$ cat src/rtl/rca_pipe_nbit_pkg.sv
// Shared defaults and helpers for the pipelined ripple-carry adder/subtractor.
package rca_pipe_nbit_pkg;

  localparam int unsigned RCA_DEF_WIDTH = 32;
  localparam int unsigned RCA_DEF_CHUNK = 8;

  function automatic int unsigned rca_nstage(input int unsigned width, input int unsigned chunk);
    return width / chunk;
  endfunction

  function automatic bit rca_geom_ok(input int unsigned width, input int unsigned chunk);
    return (chunk != 0) && (width >= chunk) && ((width % chunk) == 0);
  endfunction

  // Full adder: returns {carry_out, sum}
  function automatic logic [1:0] rca_fa(input logic x, input logic y, input logic ci);
    return {(x & y) | (ci & (x ^ y)), x ^ y ^ ci};
  endfunction

endpackage

$ cat src/rtl/rca_pipe_nbit_chunk.sv
// Combinational CHUNK-bit ripple adder built from a chain of full adders.
module rca_pipe_nbit_chunk
  import rca_pipe_nbit_pkg::*;
#(
  parameter int unsigned CHUNK = RCA_DEF_CHUNK
) (
  input  logic [CHUNK-1:0] a_i,
  input  logic [CHUNK-1:0] b_i,
  input  logic             cin_i,
  output logic [CHUNK-1:0] sum_o,
  output logic             cout_o,
  output logic             cmsb_o
);

  logic [CHUNK:0] c;

  always_comb begin
    c     = '0;
    sum_o = '0;
    c[0]  = cin_i;
    for (int unsigned i = 0; i < CHUNK; i++) begin
      {c[i+1], sum_o[i]} = rca_fa(a_i[i], b_i[i], c[i]);
    end
  end

  assign cout_o = c[CHUNK];
  assign cmsb_o = c[CHUNK-1];

endmodule

$ cat src/rtl/rca_pipe_nbit.sv
// Pipelined ripple-carry adder/subtractor: one CHUNK-bit slice per stage,
// valid/ready streaming with a combinational ready chain.
module rca_pipe_nbit
  import rca_pipe_nbit_pkg::*;
#(
  parameter int unsigned WIDTH = RCA_DEF_WIDTH,
  parameter int unsigned CHUNK = RCA_DEF_CHUNK
) (
  input  logic             clk,
  input  logic             rst_n,
  input  logic             in_valid,
  output logic             in_ready,
  input  logic [WIDTH-1:0] a,
  input  logic [WIDTH-1:0] b,
  input  logic             carry_in,
  input  logic             sub,
  output logic             out_valid,
  input  logic             out_ready,
  output logic [WIDTH-1:0] sum,
  output logic             carry_out,
  output logic             overflow
);

  localparam int unsigned     NSTAGE     = rca_nstage(WIDTH, CHUNK);
  localparam logic [WIDTH-1:0] SLICE_MASK = WIDTH'({CHUNK{1'b1}});

  if (!rca_geom_ok(WIDTH, CHUNK)) begin : g_bad_geom
    $error("rca_pipe_nbit: WIDTH (%0d) must be a nonzero multiple of CHUNK (%0d)", WIDTH, CHUNK);
  end

  logic [NSTAGE-1:0] v_q;
  logic [NSTAGE-1:0] v_d;
  logic [WIDTH-1:0]  a_q [NSTAGE];
  logic [WIDTH-1:0]  b_q [NSTAGE];
  logic [WIDTH-1:0]  s_q [NSTAGE];
  logic [WIDTH-1:0]  a_d [NSTAGE];
  logic [WIDTH-1:0]  b_d [NSTAGE];
  logic [WIDTH-1:0]  s_d [NSTAGE];
  logic [NSTAGE-1:0] c_q;
  logic [NSTAGE-1:0] c_d;
  logic              cmsb_w [NSTAGE];
  logic              ov_q;
  logic              ov_d;
  logic [NSTAGE:0]   rdy;

  // Each stage carries full-width operand and sum words; stage k only
  // consumes slice k of the operands and fills slice k of the sum.
  for (genvar k = 0; k < NSTAGE; k++) begin : g_stage
    logic [WIDTH-1:0] a_src;
    logic [WIDTH-1:0] b_src;
    logic [WIDTH-1:0] s_src;
    logic             cin_src;
    logic [CHUNK-1:0] csum;

    if (k == 0) begin : g_head
      assign a_src   = a;
      assign b_src   = sub ? ~b : b;
      assign s_src   = '0;
      assign cin_src = sub | carry_in;
      assign v_d[k]  = in_valid;
    end else begin : g_tail
      assign a_src   = a_q[k-1];
      assign b_src   = b_q[k-1];
      assign s_src   = s_q[k-1];
      assign cin_src = c_q[k-1];
      assign v_d[k]  = v_q[k-1];
    end

    rca_pipe_nbit_chunk #(.CHUNK(CHUNK)) u_chunk (
      .a_i   (a_src[k*CHUNK +: CHUNK]),
      .b_i   (b_src[k*CHUNK +: CHUNK]),
      .cin_i (cin_src),
      .sum_o (csum),
      .cout_o(c_d[k]),
      .cmsb_o(cmsb_w[k])
    );

    assign a_d[k] = a_src;
    assign b_d[k] = b_src;
    assign s_d[k] = (s_src & ~(SLICE_MASK << (k*CHUNK))) | (WIDTH'(csum) << (k*CHUNK));
  end

  assign ov_d = c_d[NSTAGE-1] ^ cmsb_w[NSTAGE-1];

  // A stage may load when empty or when its successor is loading this cycle.
  always_comb begin
    rdy         = '0;
    rdy[NSTAGE] = out_ready;
    for (int unsigned i = 0; i < NSTAGE; i++) begin
      rdy[NSTAGE-1-i] = ~v_q[NSTAGE-1-i] | rdy[NSTAGE-i];
    end
  end

  always_ff @(posedge clk) begin
    if (!rst_n) begin
      v_q  <= '0;
      c_q  <= '0;
      ov_q <= 1'b0;
      for (int unsigned i = 0; i < NSTAGE; i++) begin
        a_q[i] <= '0;
        b_q[i] <= '0;
        s_q[i] <= '0;
      end
    end else begin
      for (int unsigned i = 0; i < NSTAGE; i++) begin
        if (rdy[i]) begin
          v_q[i] <= v_d[i];
          a_q[i] <= a_d[i];
          b_q[i] <= b_d[i];
          s_q[i] <= s_d[i];
          c_q[i] <= c_d[i];
        end
      end
      if (rdy[NSTAGE-1]) begin
        ov_q <= ov_d;
      end
    end
  end

  assign in_ready  = rdy[0];
  assign out_valid = v_q[NSTAGE-1];
  assign sum       = s_q[NSTAGE-1];
  assign carry_out = c_q[NSTAGE-1];
  assign overflow  = ov_q;

endmodule

$ cat config.mk
export PLATFORM = sky130hd
export DESIGN_NAME = rca_pipe_nbit
export DESIGN_NICKNAME = d
export VERILOG_FILES = /design/src/rtl/rca_pipe_nbit_pkg.sv /design/src/rtl/rca_pipe_nbit_chunk.sv /design/src/rtl/rca_pipe_nbit.sv
export SDC_FILE = /design/constraint.sdc
export NUM_CORES = 1
export LEC_CHECK = 0
export CORE_MARGIN = 2
export CORE_UTILIZATION = 36
export CTS_CLUSTER_DIAMETER = 120
export CTS_CLUSTER_SIZE = 24
export DETAILED_ROUTE_END_ITERATION = 12
export PLACE_DENSITY_LB_ADDON = 0.15
export SYNTH_ARGS = -nofsm -noshare
export SYNTH_HDL_FRONTEND = slang
export SYNTH_SLANG_ARGS = --single-unit
$ cat constraint.sdc
create_clock -name clk -period 6.4 [get_ports clk]
set_clock_uncertainty 0.1 [all_clocks]
set_input_delay 1.28 -clock clk [delete_from_list [all_inputs] [get_ports clk]]
set_output_delay 1.28 -clock clk [all_outputs]
set_load 0.005 [all_outputs]
==> run_results.csv, run 1 <==
group,metric,value,unit
yosys,postSynth.asyncResetShare,0,
sta,setup_ws,1.32,ns
clock_network,cts_made_buffers,17,
placed_design,gp_congestion,0.717,
cells_and_area,fin_util,0.450,
clock_network,cts_tree,"done",
critical_path,critPathRequiredTime,6.48,ns
cells_and_area,final_layout_size_suffix_gt1_frac,0.0711,
clock_network,cts.sinks,185,
global_route,grtUsageMet2,0.153,
critical_path,path_class,"input port to flip-flop",
clock_network,path_clk_slew,0.07,ns
yosys,synth_fp_nets,627,
sta,fin_hold_ws,0.383,ns
clock_network,post_cts_buffers,0,
power,switching_share,0.205,
yosys,synth_area_per_cell,15.1,µm²
critical_path,cp-end-kind,"flip-flop",
yosys,synthXorXnorAreaFrac,0.0365,
drt,antenna_left,0,
floorplan,die_h,152,µm
floorplan,dieArea,0.0232,mm²
drt,vias,4015,
global_route,use_met1,0.174,
status,status,"complete, no violations",
yosys,netlist_instances,525,
yosys,yosys_warnings,0,
clock_network,cts_root_buf,"clkbuf_16",
drt,drc_errors,0,
drt,drt_iter0_drc,200,
cells_and_area,synthToLayoutAreaGrowth,23.3,%
sta,fmax,197,MHz
yosys,synth_top_cells_by_count,"edfxtp_1 (176), and3_1 (114), nor2_1 (37), fa_1 (32)",
yosys,ys_seq_area_frac,0.690,
sta,setup_tns,0,ns
drt,drtPass1Iterations,4,
power,combPwrFrac,0.075,
drt,wl_per_cell,14.0,µm
power,power_density,270,mW/mm²
cells_and_area,multiInputGateArea,0.00217,mm²
hold_path,hold_class,"flip-flop to flip-flop",
floorplan,fp-row-count,54,
yosys,synth_edf_count,176,
global_route,overflow,0,
floorplan,io_pins,106,
power,clockPowerShare,0.384,
floorplan,design.core.area,0.0217,mm²
sta,hold_viol,0,
cells_and_area,fillers,1910,
sta,report.final.slew_viol_count,0,
sta,period_needed,5.08,ns
sta,tightest_slew,1.24,ns
critical_path,regToRegSetupSlack,2.09,ns
power,power.internal,2.09,mW
floorplan,start_util,0.365,
global_route,gr-usage-all-layers,0.114,
global_route,grt_pass1_wl,21.2,mm
power,p_sw,540,µW
critical_path,critPathLaunchType,"input port",
yosys,synthFlopType,"edfxtp_1",
yosys,yosys.area_share.adder,0.0809,
global_route,antenna_found_initial,0,
power,peakVddDrop,0.164,mV
cells_and_area,ff_latch_area,0.00547,mm²
power,seq_power_share,0.541,
yosys,synth.area.mux_share,0,
sta,rsz0062_at_grt,"false",
clock_network,htree_levels,4,
placed_design,port_buffers,105,
yosys,synth_top_family_by_area,"simple AND/OR/NAND/NOR gates",
yosys,yosys.area.top_type,"edfxtp_1",
sta,finalSetupViolations,0,
sta,slew_headroom,0.173,
yosys,synth_area,0.00792,mm²
placed_design,place_inst,881,
yosys,synth-seq-cells,185,
global_route,top_usage_layer,"met1",
power,power_leakage,4.24,nW
cells_and_area,layout.nets,722,
critical_path,path_max_fanout,1,
clock_network,post_cts_resized,0,
placed_design,place_ws,0.864,ns
drt,vias_per_cell,4.40,
clock_network,clk_latency,0.42,ns
global_route,grt_use_met3,0.0378,
yosys,synth_top_area_frac,0.668,
yosys,synthSimpleGateAreaFrac,0.143,
clock_network,clk_path_buf_depth,2,
critical_path,arrival,5.16,ns
drt,routed_wl,12.8,mm
floorplan,die_width,152,µm
global_route,grt_pass1_vias,4081,
yosys,synth_cell_type_count,28,
cells_and_area,final_cells,913,
yosys,synth_compound_area_frac,0.0126,
yosys,yosysMostFrequentCell,"edfxtp_1",
cells_and_area,diodes,0,
yosys,synthTopCellsByArea,"edfxtp_1 (67%), and3_1 (9.0%), fa_1 (8.1%), xnor2_1 (3.4%), dfxtp_1 (2.3%)",
flow_run,maxCapViolCount,0,
global_route,grt_max_degree,76,
placed_design,hpwl,8.97,mm
sta,period_share,0.794,
clock_network,ctsHoldBuffers,0,
## path summary, 6_finish.rpt
| kind | start | end | cells past startpoint |
|---|---|---|---|
| worst min register to register | overflow | overflow | 2 |
| worst max register to register | a_q[0][8] | s_q[1][15] | 12 |
| worst max-delay path | b[0] | s_q[0][7] | 13 |
| worst min-delay path | overflow | overflow | 2 |
## logic make-up after synthesis
family | count (synthesis)
adder cells (fa/ha/maj) | 32
XOR/XNOR | 33
buffers and inverters | 66
flip-flops | 185
AND/OR/NAND/NOR | 198
AO/OA/AOI/OAI | 11
## power groups by stage
| stage | clock [mW] | sequential (mW) | combinational, mW |
|---|---|---|---|
| global route | 1.09 | 1.43 | 0.224 |
| finish | 1.01 | 1.42 | 0.197 |
| global placement | 0 | 1.45 | 0.198 |
| CTS | 1.04 | 1.42 | 0.202 |
| detailed placement | 0 | 1.45 | 0.201 |
| floorplan | 0 | 1.44 | 0.107 |
## state kept, by name, summed over array words and instances, names as in the netlist
name	cells
c_q	4
a_q	48
b_q	48
overflow	1
s_q	80
v_q	4
## cell usage in the layout (no fill, tap or decap), types with 11 or more instances in the layout
master             n
nand2_1           11
clkdlybuf4s50_1  103
fa_1              32
edfxtp_1         176
and3_1           114
inv_1             31
xnor2_1           31
nor2_1            37
and2_1            27
clkbuf_16         17
## through the flow
stage                     power [mW]  instance area [µm²]
final                           2.63                 9770
after global routing            2.75                 9770
after CTS                       2.67                 9770
after detailed placement        1.65                 9190
after global placement          1.65                 9190
after floorplan                 1.55                 7920
## critical path, cell delays in order
cell             delay, ns
clkdlybuf4s50_1       0.47
xor2_1                0.19
fa_1                  0.20
inv_1                 0.05
fa_1                  0.41
fa_1                  0.40
fa_1                  0.40
fa_1                  0.39
fa_1                  0.39
fa_1                  0.37
inv_1                 0.08
fa_1                  0.39
and2_1                0.15
## layout make-up
cell class                      count  share of cell area
Sequential cell                   185               0.560
Multi-Input combinational cell    274               0.222
Timing Repair Buffer              111               0.111
Clock buffer                       18              0.0439
Clock inverter                     14              0.0152
Tap cell                          280              0.0359
Inverter                           31              0.0119
## routing by layer
| metal | up-vias | part of all wire | wire length [µm] |
|---|---|---|---|
| met3 | 8 | 0.053 | 680 |
| li1 | 2035 | - | - |
| met5 | - | 0 | 0 |
| met4 | 0 | 0.012 | 149 |
| met2 | 111 | 0.41 | 5260 |
| met1 | 1861 | 0.52 | 6720 |
No activity file was read; power rests on OpenSTA's default activity.
==> inputs of run 2 (changes only) <==
==> constraint.sdc (replaced) <==
create_clock -name clk -period 5.2 [get_ports clk]
set_clock_uncertainty 0.1 [all_clocks]
set_input_delay 1.04 -clock clk [delete_from_list [all_inputs] [get_ports clk]]
set_output_delay 1.04 -clock clk [all_outputs]
set_load 0.005 [all_outputs]
==> run 2 against run 1 <==
- non-clock buffer count unchanged
- register-to-register slack got worse by 1.2 ns
- design area down 0.15%
- routed wire length fell by 0.55%
- worst hold slack is essentially flat
- die area did not move
- global-route usage grew 0.11 points
- sequential power increased by 23%
- total power rose by 22%
- first-iteration DRC count is 7.5% higher
- utilization shrank 0.069 points
- critical endpoint unchanged
- largest cell class unchanged
- highest routed layer unchanged
==> run_results.csv, run 2 (synthesis gave the netlist of run 1 again) <==
group,metric,value,unit
placed_design,gp_congestion,0.706,
sta,tightest_slew,1.27,ns
sta,hold_viol,0,
clock_network,cts.sinks,185,
clock_network,cts_root_buf,"clkbuf_16",
global_route,grt_max_degree,77,
power,power_density,330,mW/mm²
drt,drt_iter0_drc,215,
hold_path,hold_class,"flip-flop to flip-flop",
critical_path,cp-end-kind,"flip-flop",
sta,setup_tns,0,ns
sta,period_needed,4.80,ns
sta,finalSetupViolations,0,
power,power_leakage,4.22,nW
status,status,"complete, no violations",
critical_path,critPathLaunch,"b[0]",
clock_network,clk_latency,0.43,ns
cells_and_area,layout.nets,722,
sta,slew_headroom,0.154,
clock_network,cts_made_buffers,17,
sta,fmax,208,MHz
clock_network,post_cts_buffers,0,
clock_network,path_clk_slew,0.07,ns
cells_and_area,ff_latch_area,0.00547,mm²
critical_path,path_max_fanout,1,
floorplan,io_pins,106,
placed_design,hpwl,9.01,mm
global_route,grt_pass1_wl,21.2,mm
clock_network,ctsHoldBuffers,0,
drt,antenna_left,0,
global_route,antenna_found_initial,0,
cells_and_area,synthToLayoutAreaGrowth,23.2,%
cells_and_area,largest_reg_flops,80,
global_route,grt_pass1_vias,4159,
global_route,grt_use_met3,0.0316,
hold_path,worstHoldStart,"overflow",
drt,vias_per_cell,4.38,
cells_and_area,layout_common_cells,"edfxtp_1 (176), and3_1 (114), clkdlybuf4s50_1 (103)",
global_route,overflow,0,
placed_design,place_ws,-0.0597,ns
floorplan,design.core.area,0.0217,mm²
global_route,gr-usage-all-layers,0.115,
power,peakVddDrop,0.178,mV
floorplan,die_width,152,µm
cells_and_area,fin_util,0.450,
critical_path,critPathRequiredTime,5.28,ns
placed_design,place_inst,881,
cells_and_area,final_layout_size_suffix_gt1_frac,0.0664,
cells_and_area,diodes,0,
drt,routed_wl,12.7,mm
cells_and_area,final_common_cell,"edfxtp_1",
clock_network,htree_levels,4,
drt,drtPass1Iterations,4,
floorplan,fp-row-count,54,
drt,wl_per_cell,14.0,µm
cells_and_area,largest-register,"s_q",
floorplan,dieArea,0.0232,mm²
cells_and_area,reg_top3,"s_q (80), a_q (48), b_q (48)",
placed_design,port_buffers,105,
sta,period_share,0.924,
clock_network,cts_tree,"done",
cells_and_area,final_cells,913,
floorplan,start_util,0.365,
critical_path,regToRegSetupSlack,0.88,ns
drt,drc_errors,0,
critical_path,path_class,"input port to flip-flop",
cells_and_area,fillers,1932,
flow_run,maxCapViolCount,0,
global_route,grtUsageMet2,0.156,
sta,fin_hold_ws,0.383,ns
sta,rsz0062_at_grt,"false",
sta,setup_ws,0.396,ns
drt,vias,3996,
sta,report.final.slew_viol_count,0,
floorplan,die_h,152,µm
global_route,top_usage_layer,"met1",
clock_network,post_cts_resized,0,
cells_and_area,multiInputGateArea,0.00217,mm²
global_route,use_met1,0.173,
critical_path,critPathLaunchType,"input port",
critical_path,timing.rr.start,"b_q[0][48]",
clock_network,clk_path_buf_depth,2,
critical_path,arrival,4.89,ns
run 2: through the flow:
step	total power, mW	area, µm²
after CTS	3.25	9750
after global placement	2.02	9190
after global routing	3.35	9750
after floorplan	1.91	7920
final	3.22	9750
after detailed placement	2.03	9190
run 2: report_power, final:
part,switching [mW],leakage [nW],internal [mW],total [mW]
clock,0.522,0.254,0.704,1.23
combinational,0.0998,1.79,0.139,0.239
sequential,0.0285,2.17,1.72,1.75
run 2: final cells by class:
| type | instances | area share |
|---|---|---|
| sequential | 185 | 0.561 |
| multi-input combinational | 274 | 0.223 |
| timing repair buffer | 111 | 0.111 |
| clock buffer | 20 | 0.0448 |
| tap | 280 | 0.0359 |
| clock inverter | 12 | 0.0130 |
| inverter | 31 | 0.0119 |
run 2: critical path, stage by stage:
cell and delay (ns):
clkdlybuf4s50_1 0.47, xor2_1 0.19, fa_1 0.19, inv_1 0.05
fa_1 0.41, fa_1 0.39, fa_1 0.39, fa_1 0.39
fa_1 0.39, fa_1 0.37, inv_1 0.07, fa_1 0.39
and2_1 0.14
run 2: final timing paths:
path	cells after the start	to
setup / recovery	13	s_q[0][7]
hold / removal	2	overflow
setup reg to reg	12	s_q[2][23]
hold reg to reg	2	overflow
run 2: per-layer routing:
metal | vias to the layer above | routed length [µm]
li1 | 2031 | -
met1 | 1832 | 6650
met2 | 114 | 5240
met3 | 19 | 603
met4 | 0 | 250
met5 | - | 0
==> inputs of run 3 (changes only) <==
--- a/config.mk
+++ b/config.mk
@@ -5,6 +5,7 @@
 export SDC_FILE = /design/constraint.sdc
 export NUM_CORES = 1
 export LEC_CHECK = 0
+export CORE_ASPECT_RATIO = 0.7
 export CORE_MARGIN = 2
 export CORE_UTILIZATION = 36
 export CTS_CLUSTER_DIAMETER = 120
==> constraint.sdc (replaced) <==
create_clock -name clk -period 4.38 [get_ports clk]
set_clock_uncertainty 0.1 [all_clocks]
set_input_delay 0.876 -clock clk [delete_from_list [all_inputs] [get_ports clk]]
set_output_delay 0.876 -clock clk [all_outputs]
set_load 0.005 [all_outputs]
==> run 3 against run 2 <==
- utilization increased by 0.81 points
- sequential share of layout area is 0.82 points lower
- global-route usage increased by 1.5 points
- setup slack lost 0.28 ns
- sequential power grew 19%
- count of clock-buffer cells in the layout is the same
- design area rose by 1.5%
==> run_results.csv, run 3 (synthesis gave the netlist of run 1 again) <==
group,metric,value,unit
cells_and_area,largest_reg_flops,80,
sta,slew_headroom,0.212,
flow_run,maxCapViolCount,0,
floorplan,die_h,128,µm
critical_path,crit_chain,"clkdlybuf4s50_1 > or2_2 > fa_2 > inv_1 > fa_2 > fa_2 > fa_2 > fa_2 > fa_2 > fa_2 > inv_2 > fa_1 > and2_1",
floorplan,fp-row-count,45,
global_route,grt_pass1_wl,23.1,mm
cells_and_area,layout_common_cells,"edfxtp_1 (176), and3_1 (114), clkdlybuf4s50_1 (102)",
sta,fin_hold_ws,0.392,ns
placed_design,gp_congestion,0.746,
cells_and_area,final_layout_size_suffix_gt1_frac,0.0975,
drt,vias,4056,
global_route,grt_use_met3,0.0429,
status,status,"complete, no violations",
drt,drtPass1Iterations,4,
drt,drt_iter0_drc,327,
clock_network,clk_latency,0.43,ns
clock_network,cts.sinks,185,
clock_network,cts_tree,"done",
floorplan,start_util,0.366,
power,seq_power_share,0.516,
global_route,grt_max_degree,89,
cells_and_area,final_cells,918,
drt,vias_per_cell,4.42,
clock_network,clk_path_buf_depth,2,
power,clockPowerShare,0.408,
global_route,gr-usage-all-layers,0.130,
global_route,antenna_found_initial,0,
power,peakVddDrop,0.268,mV
placed_design,place_inst,886,
global_route,grtUsageMet2,0.147,
critical_path,cp-end-kind,"flip-flop",
cells_and_area,layout.nets,725,
cells_and_area,final_cell_area,0.00990,mm²
global_route,use_met1,0.217,
global_route,top_usage_layer,"met1",
clock_network,cts_made_buffers,17,
placed_design,placed_cell_area,0.00923,mm²
sta,period_needed,4.26,ns
drt,drc_errors,0,
drt,wl_per_cell,15.4,µm
critical_path,path_max_fanout,1,
floorplan,die_width,181,µm
critical_path,crit_path_frequent_cell,"fa_2",
cells_and_area,final_common_cell,"edfxtp_1",
floorplan,design.core.area,0.0216,mm²
power,p_sw,810,µW
floorplan,io_pins,106,
critical_path,critPathLaunchType,"input port",
sta,finalSetupViolations,0,
critical_path,crit_slowest_cell,"clkdlybuf4s50_1",
sta,period_share,0.973,
cells_and_area,fillers,1948,
cells_and_area,fin_util,0.458,
global_route,overflow,0,
clock_network,cts_root_buf,"clkbuf_16",
sta,fmax,235,MHz
hold_path,hold_class,"flip-flop to flip-flop",
critical_path,critical_path.max_stage_delay,0.45,ns
sta,hold_viol,0,
critical_path,path_delay_family,"adder cells",
drt,routed_wl,14.1,mm
global_route,grt_pass1_vias,4177,
critical_path,path_class,"input port to flip-flop",
cells_and_area,largest-register,"s_q",
critical_path,critPathRequiredTime,4.47,ns
sta,rsz0062_at_grt,"false",
clock_network,post_cts_buffers,0,
power,power,4.04,mW
power,power.internal,3.23,mW
power,power_density,408,mW/mm²
clock_network,htree_levels,4,
clock_network,path_clk_slew,0.06,ns
sta,tightest_slew,1.18,ns
cells_and_area,reg_top3,"s_q (80), a_q (48), b_q (48)",
power,power_leakage,4.28,nW
placed_design,hpwl,9.91,mm
floorplan,dieArea,0.0232,mm²
critical_path,path_buf_inv,3,
placed_design,port_buffers,105,
sta,report.final.slew_viol_count,0,
power,switching_share,0.200,
drt,antenna_left,0,
critical_path,arrival,4.35,ns
cells_and_area,diodes,0,
cells_and_area,synthToLayoutAreaGrowth,25.0,%
power,combPwrFrac,0.076,
-- run 3: cell types whose count changed in the layout (fill, tap and decap cells not counted), sizes merged --
cell,previous run,this run
clkinvlp,6,1
clkdlybuf4s50,103,102
dlygate4sd2,0,1
buf,8,11
inv,32,35
bufinv,2,4
-- run 3: power by group through the flow --
stage,logic (mW),clock network (mW),registers [mW]
floorplan,0.159,0,2.11
global route,0.346,1.75,2.10
CTS,0.312,1.69,2.09
finish,0.306,1.65,2.09
detailed placement,0.311,0,2.12
global placement,0.308,0,2.12
-- run 3: path summary, 6_finish.rpt --
| check | startpoint | end | slack [ns] | cells after the start |
|---|---|---|---|---|
| worst max-delay path | carry_in | s_q[0][7] | 0.12 | 13 |
| worst min-delay path | overflow | overflow | 0.39 | 2 |
| worst max register to register | a_q[0][8] | s_q[1][15] | 0.23 | 12 |
| worst min register to register | overflow | overflow | 0.39 | 2 |
-- run 3: layer usage --
metal / vias up / wire (µm)
met5: - / 0
met2: 119 / 4830
li1: 2042 / -
met4: 0 / 170
met1: 1886 / 8190
met3: 9 / 921
-- run 3: tightest hold or removal path: stages (launching register included) --
cell,delay (ns)
dfxtp_1,0.32
nand2_1,0.06
a21boi_0,0.06
-- run 3: timing repair --
item | in CTS | in global routing
setup endpoints to repair | 1 | 3
pin swaps | 2 | 0
resized for setup | 3 | 5
hold buffers | 0 | 0
hold endpoints to repair | 0 | 0
-- run 3: cell type report --
type | count | area, µm² | share of cell area
clock inverter | 12 | 185 | 0.0187
timing repair buffer | 114 | 1110 | 0.112
tap | 282 | 353 | 0.0357
sequential | 185 | 5470 | 0.552
inverter | 31 | 116 | 0.0118
clock buffer | 20 | 467 | 0.0472
multi-input combinational | 274 | 2200 | 0.223
-- run 3: per-stage QoR --
step                setup slack [ns]  TNS, ns
CTS                           0.0906        0
global placement              -0.514   -0.779
detailed placement            -0.538   -0.854
finish                         0.117        0
floorplan                     -0.195   -0.195
global route                  0.0116        0
